--- config.mk ---
export PLATFORM = sky130hd
export DESIGN_NAME = uart_resp_tx_flat
export DESIGN_NICKNAME = d
export VERILOG_FILES = /design/src/rtl/uart_resp_tx_if.sv /design/src/rtl/uart_resp_tx.sv /design/src/flat_wrapper.sv
export SDC_FILE = /design/constraint.sdc
export NUM_CORES = 1
export LEC_CHECK = 0
export ABC_AREA = 1
export BUFFER_PORTS_ARGS = -buffer_cell sky130_fd_sc_hd__buf_4
export CORE_AREA = 2 2 54 69
export CTS_BUF_LIST = sky130_fd_sc_hd__clkbuf_4
export CTS_CLUSTER_SIZE = 10
export DETAILED_ROUTE_END_ITERATION = 10
export DIE_AREA = 0 0 56 71
export PLACE_DENSITY = 0.9
export SLEW_MARGIN = 10
export SYNTH_ARGS = -nofsm -noshare
export SYNTH_HDL_FRONTEND = slang
export SYNTH_SLANG_ARGS = --single-unit
--- constraint.sdc ---
create_clock -name clk -period 2.28 [get_ports clk]
set_input_delay 0.228 -clock clk [delete_from_list [all_inputs] [get_ports clk]]
set_output_delay 0.228 -clock clk [all_outputs]
set_load 0.1 [all_outputs]
--- src/rtl/uart_resp_tx_if.sv ---
// Handshake and serial-line bundle between the channel-dump state machine
// and the UART response transmitter.
interface uart_resp_tx_if;
  logic       start_tx;
  logic [7:0] tx_data;
  logic       tx_rdy;
  logic       busy;
  logic       tx_done;
  logic       TX;

  modport master (
    output start_tx, tx_data,
    input  tx_rdy, busy, tx_done, TX
  );

  modport slave (
    input  start_tx, tx_data,
    output tx_rdy, busy, tx_done, TX
  );
endinterface

--- src/rtl/uart_resp_tx.sv ---
// 8N1 UART transmitter, LSB first, with a one-deep holding register so the
// dump state machine can queue the next byte while the current frame shifts.
module uart_resp_tx #(
  parameter int CLKS_PER_BIT = 2604
) (
  input  logic           clk,
  input  logic           rst,
  uart_resp_tx_if.slave  bus
);

  localparam int BW = (CLKS_PER_BIT > 1) ? $clog2(CLKS_PER_BIT) : 1;
  localparam logic [BW-1:0] BAUD_LAST = BW'(CLKS_PER_BIT - 1);
  localparam logic [BW-1:0] BAUD_ONE  = BW'(1);
  localparam logic [BW-1:0] BAUD_ZERO = BW'(0);

  typedef enum logic [1:0] {
    IDLE  = 2'd0,
    START = 2'd1,
    DATA  = 2'd2,
    STOP  = 2'd3
  } state_t;

  state_t        state_r, state_s;
  logic [BW-1:0] baud_cnt_r, baud_cnt_s;
  logic [2:0]    bit_cnt_r, bit_cnt_s;
  logic [7:0]    shift_r, shift_s;
  logic [7:0]    hold_r, hold_s;
  logic          hold_vld_r, hold_vld_s;
  logic          tx_r, tx_s;
  logic          tx_done_r, tx_done_s;
  logic          accept_s;
  logic          bit_end_s;

  assign accept_s  = bus.start_tx & ~hold_vld_r;
  assign bit_end_s = (baud_cnt_r == BAUD_LAST);

  // Next-state, datapath and registered-output values for every state register.
  always_comb begin
    state_s    = state_r;
    baud_cnt_s = baud_cnt_r + BAUD_ONE;
    bit_cnt_s  = bit_cnt_r;
    shift_s    = shift_r;
    hold_s     = hold_r;
    hold_vld_s = hold_vld_r;
    tx_done_s  = 1'b0;
    tx_s       = 1'b1;

    if (accept_s && (state_r != IDLE)) begin
      hold_s     = bus.tx_data;
      hold_vld_s = 1'b1;
    end else begin
      hold_s     = hold_r;
    end

    case (state_r)
      IDLE: begin
        baud_cnt_s = BAUD_ZERO;
        // A byte left in hold by a concurrent stop-bit-end accept is sent first.
        if (hold_vld_r) begin
          shift_s    = hold_r;
          hold_vld_s = 1'b0;
          state_s    = START;
        end else if (accept_s) begin
          shift_s = bus.tx_data;
          state_s = START;
        end else begin
          state_s = IDLE;
        end
      end
      START: begin
        if (bit_end_s) begin
          baud_cnt_s = BAUD_ZERO;
          bit_cnt_s  = 3'd0;
          state_s    = DATA;
        end else begin
          state_s = START;
        end
      end
      DATA: begin
        if (bit_end_s) begin
          baud_cnt_s = BAUD_ZERO;
          shift_s    = {1'b0, shift_r[7:1]};
          if (bit_cnt_r == 3'd7) begin
            state_s = STOP;
          end else begin
            bit_cnt_s = bit_cnt_r + 3'd1;
          end
        end else begin
          state_s = DATA;
        end
      end
      STOP: begin
        if (bit_end_s) begin
          baud_cnt_s = BAUD_ZERO;
          tx_done_s  = 1'b1;
          if (hold_vld_r) begin
            shift_s    = hold_r;
            hold_vld_s = 1'b0;
            state_s    = START;
          end else begin
            state_s = IDLE;
          end
        end else begin
          state_s = STOP;
        end
      end
      default: begin
        baud_cnt_s = BAUD_ZERO;
        state_s    = IDLE;
      end
    endcase

    // TX is computed from the next state so the line changes on the entry edge.
    case (state_s)
      IDLE:    tx_s = 1'b1;
      START:   tx_s = 1'b0;
      DATA:    tx_s = shift_s[0];
      STOP:    tx_s = 1'b1;
      default: tx_s = 1'b1;
    endcase
  end

  // State, datapath and output registers with asynchronous reset.
  always_ff @(posedge clk or posedge rst) begin
    if (rst) begin
      state_r    <= IDLE;
      baud_cnt_r <= BAUD_ZERO;
      bit_cnt_r  <= 3'd0;
      shift_r    <= 8'd0;
      hold_r     <= 8'd0;
      hold_vld_r <= 1'b0;
      tx_r       <= 1'b1;
      tx_done_r  <= 1'b0;
    end else begin
      state_r    <= state_s;
      baud_cnt_r <= baud_cnt_s;
      bit_cnt_r  <= bit_cnt_s;
      shift_r    <= shift_s;
      hold_r     <= hold_s;
      hold_vld_r <= hold_vld_s;
      tx_r       <= tx_s;
      tx_done_r  <= tx_done_s;
    end
  end

  assign bus.TX      = tx_r;
  assign bus.tx_done = tx_done_r;
  assign bus.tx_rdy  = ~hold_vld_r;
  assign bus.busy    = (state_r != IDLE);

endmodule
--- src/flat_wrapper.sv ---
// flat-port wrapper written by rule: the top's interface ports become plain ports
module uart_resp_tx_flat 
#(
  parameter int CLKS_PER_BIT = 2604
)
  (clk, rst, bus_start_tx, bus_tx_data, bus_tx_rdy, bus_busy, bus_tx_done, bus_TX);
  uart_resp_tx_if bus_i ();
  input  logic clk;
  input  logic rst;
  input wire logic [$bits(bus_i.start_tx)-1:0] bus_start_tx;
  input wire logic [$bits(bus_i.tx_data)-1:0] bus_tx_data;
  output wire logic [$bits(bus_i.tx_rdy)-1:0] bus_tx_rdy;
  output wire logic [$bits(bus_i.busy)-1:0] bus_busy;
  output wire logic [$bits(bus_i.tx_done)-1:0] bus_tx_done;
  output wire logic [$bits(bus_i.TX)-1:0] bus_TX;
  assign bus_i.start_tx = bus_start_tx;
  assign bus_i.tx_data = bus_tx_data;
  assign bus_tx_rdy = bus_i.tx_rdy;
  assign bus_busy = bus_i.busy;
  assign bus_tx_done = bus_i.tx_done;
  assign bus_TX = bus_i.TX;
  uart_resp_tx #(.CLKS_PER_BIT(CLKS_PER_BIT)) u_core (.clk(clk), .rst(rst), .bus(bus_i));
endmodule
==> metrics.md <==
| Metric | Value |
|---|---|
| Status | `complete, no violations` |
| Antenna cells | `0` |
| GRT Util Overall | `0.213` |
| Sequential group share of total power | `0.550` |
| Clock share of power | `0.349` |
| Flop2flop setup slack | `330 ps` |
| Detailed Place HPWL | `around 2.6 mm` |
| Root Driver | `clkbuf_4` |
| Clk_skew | `9.99 ps` |
| Fin. Hold Viols | `0` |
| Final setup fails | `0` |
| Sequential area share after synthesis | `0.456` |
| Arr. time, crit path | `2250 ps` |
| Worst skew pair latency | `between 300 and 400 ps` |
| Met2 Use GR | `0.345` |
| CORE AREA | `~3400 µm²` |
| Max Slew Vio Count | `0` |
| Drt drc | `0` |
| Netlist Area Pre-Place | `1980 µm²` |
| Die width | `between 50 and 60 µm` |
| CTS Buf Count | `5` |
| RR Startpoint | `u_core.state_r[0]` |
| Unrepaired setup endpoints after global routing | `no` |
| Vias in the first global route | `around 1,600` |
| FF-to-FF path depth | `10` |
| Initial Utilization | `0.588` |
| Worst path slowest cell | `dfrtp_1` |
| Final cell count without fillers | `297` |
| Final period utilization | `0.855` |
| Post_cts resized | `0` |
| RD Place Congestion | `between 0.8 and 0.9` |
| Crit Path Class | `reg -> reg` |
| Worst-path clk slew | `120 ps` |
| Net Switching | `0.345 mW` |
| GR peak layer | `met2` |
| Setup TNS | `0 ps` |
| Critical path's top delay family | `adder cells` |
| First-pass GRT wire length | `6.71 mm` |
| Setup repair bufs after CTS | `0` |
| Post-route ant nets | `0` |
| Internal power | `0.977 mW` |
| Full die area | `approximately 4000 µm²` |
| Logic gate share of total power | `0.101` |
| Share of the synthesized area in the top cell type | `0.443` |
| Critical Path Max Stage Delay | `approximately 430 ps` |
| Crit path cell chain | `inv_1 -> ha_1 -> inv_1 -> nor2_4 -> o21ai_1 -> o211ai_1 -> nand2_1 -> ha_1 -> inv_1 -> a21oi_2` |
| Area leader, netlist | `dfrtp_1` |
| Worst EP required | `2580 ps` |
| Hold Crit Class | `in -> reg` |
| DIE HEIGHT | `71 µm` |
| Slew HR | `0.691` |
| Post-Place Cell Area | `2120 µm²` |
| Nets | `278` |
| Leakage | `between 1 and 1.5 nW` |
| Clk sinks | `36` |
| Fillcell total | `around 290` |
| Critical R2R Capture | `u_core.bus.TX` |
| Slew @ Worst Pin | `463 ps` |
| Post-synthesis cell count | `between 200 and 250` |
| Power Total | `1.32 mW` |
| H-tree levels | `2` |
| Maxcap violations | `0` |
| Cell mode on critical path | `inv_1` |
| Syn Area/Cell | `8.35 µm²` |
| Worst ir drop on vdd | `0.451 mV` |
| Drt via density | `5.25` |
| Cell Rows | `24` |
| Hold Path Sink | `u_core.hold_r[0]` |
| Num ports | `15` |
| FF+latch count, synth | `36` |
| Crit path capture type | `flip-flop` |
| Share of post-route cells with drive strength above 1 | `0.217` |
| Critical hold path startpoint | `bus_tx_data[0]` |
| Critical Path Fanout Max | `7` |
| Fin crit period | `1950 ps` |
| Design Area, Final | `2210 µm²` |
| Net Sw Frac | `0.261` |
| Vias post-DR | `1,558` |
| Layout Area Growth over Synthesis | `11.7%` |
| Buffer and inverter count on the worst path | `3` |
| Fmax | `513 MHz` |
| Clock tree from TritonCTS | `done` |
| Met3 global-route usage | `0.0475` |
| Grt ovf | `0` |
| DRT Pass-1 Iters | `4` |
| Largest cells by area after synthesis | `dfrtp_1 (44%), nand2_1 (8.3%), ha_1 (6.3%), inv_1 (6.1%), nor2_1 (4.2%)` |
| I/O Buffers | `14` |
| Met1 Usage GRT | `0.267` |
| Hold depth | `3` |
| Initial antenna violation count | `0` |
| CP Launch Type | `flip-flop` |
| Synth unique cells | `37` |
| Placed Cells | `288` |
| Synth warn | `0` |
| Largest net degree at the start of global routing | `37` |
| Final WL | `3.57 mm` |
| Cell area power density | `around 600 nW/µm²` |
| Routed len/inst | `approximately 12 µm` |
| Initial DRC count | `44` |
| CTS max path bufs | `2` |
| Mapped Nets | `258` |
## tightest hold or removal path, cell delays in order
cell and delay [ps]:
buf_4 80, nand2_1 40, nand2_1 50
## worst max path at each step
stage                     to         startpoint  cells after the start  slack, ps
6_report       u_core.bus.TX  u_core.state_r[0]                     10        330
5_1_grt        u_core.bus.TX  u_core.state_r[0]                     10        170
4_1_cts        u_core.bus.TX  u_core.state_r[0]                     10        330
3_5_place_dp   u_core.bus.TX  u_core.state_r[0]                     10        350
3_3_place_gp   u_core.bus.TX  u_core.state_r[0]                     10        480
2_1_floorplan  u_core.bus.TX  u_core.state_r[0]                     10        410
## flip-flops by register name, indices dropped and copies added (netlist names)
name / count
u_core.baud_cnt_r: 12
u_core.bit_cnt_r: 3
u_core.bus.TX: 1
u_core.bus.tx_done: 1
u_core.hold_r: 8
u_core.hold_vld_r: 1
u_core.shift_r: 8
u_core.state_r: 2
## cells by family (layout without fill, tap and decap cells)
group,after synthesis,count (layout),share of synthesized area
AOI/OAI and AO/OA,42,42,0.123
xor gates and xnor gates,2,2,0.00886
adders and majority gates,10,10,0.0633
buffers and inverters,44,65,0.0885
DFF,36,36,0.456
muxes,1,1,0.00506
and+or+nand+nor,102,102,0.256
## cell usage after synthesis (all sizes together)
master,instances
a211oi,1
a21oi,16
a22o,2
a31oi,1
and3,1
buf,2
clkbuf,1
clkinv,2
dfrtp,35
dfstp,1
ha,10
inv,39
mux2i,1
nand2,52
nand3,8
nand4,2
nor2,28
nor3,5
nor3b,4
o211ai,2
o21a,2
o21ai,18
or2,2
xor2,2
## per-stage QoR
step                hold WS [ps]  utilization  worst slack (ps)
floorplan                    345            -               408
global placement             367        0.630               476
detailed placement           373        0.630               351
CTS                         62.8        0.657               329
global route                81.0        0.657               165
finish                      75.0        0.657               331
## layer usage
| layer | up-vias | wire length [µm] |
|---|---|---|
| met1 | 731 | 1600 |
| met2 | 28 | 1790 |
| met3 | 6 | 107 |
| met5 | - | 0 |
| li1 | 793 | - |
| met4 | 0 | 74 |
## area by class of cell
cell class	count	area (µm²)	share of cell area
multi-input combinational	157	901	0.408
tap	39	48.8	0.0221
timing repair buffer	16	123	0.0555
inverter	41	155	0.0702
sequential	36	902	0.408
clock inverter	3	42.5	0.0193
clock buffer	5	37.5	0.0170
## power by group through the flow
stage | Sequential [mW] | Clock [mW] | Combinational (mW)
after floorplan | 0.728 | 0 | 0.105
after global placement | 0.736 | 0 | 0.129
after detailed placement | 0.739 | 0 | 0.134
after CTS | 0.726 | 0.476 | 0.135
after global routing | 0.732 | 0.493 | 0.161
final | 0.727 | 0.462 | 0.133
## timing repair
action	in CTS	in global routing
hold buffers	1	0
setup endpoints to repair	0	0
hold endpoints to repair	35	0
## layout by cell type, fill, tap and decap left out
cell type / n
o21a_1: 2
nand4_1: 2
o211ai_1: 2
a21oi_2: 2
a21oi_1: 14
nand3_1: 6
o21ai_1: 1
buf_4: 15
clkinv_2: 2
mux2i_1: 1
nor2_4: 2
nand3_2: 2
inv_2: 7
nor3b_1: 1
ha_1: 10
inv_1: 32
dlygate4sd3_1: 1
nand2_1: 44
nor3b_2: 3
dfrtp_1: 35
a211oi_1: 1
nor2_1: 22
a22o_1: 2
xor2_1: 2
nand2_4: 1
or2_1: 1
a31oi_1: 1
clkinv_1: 1
o21ai_2: 1
nor2_2: 4
bufinv_16: 1
clkbuf_4: 5
clkinvlp_4: 1
dfstp_2: 1
nor3_1: 5
or2_4: 1
nand2_2: 7
and3_2: 1
o21ai_0: 16
(Power assumes the default switching activity.)
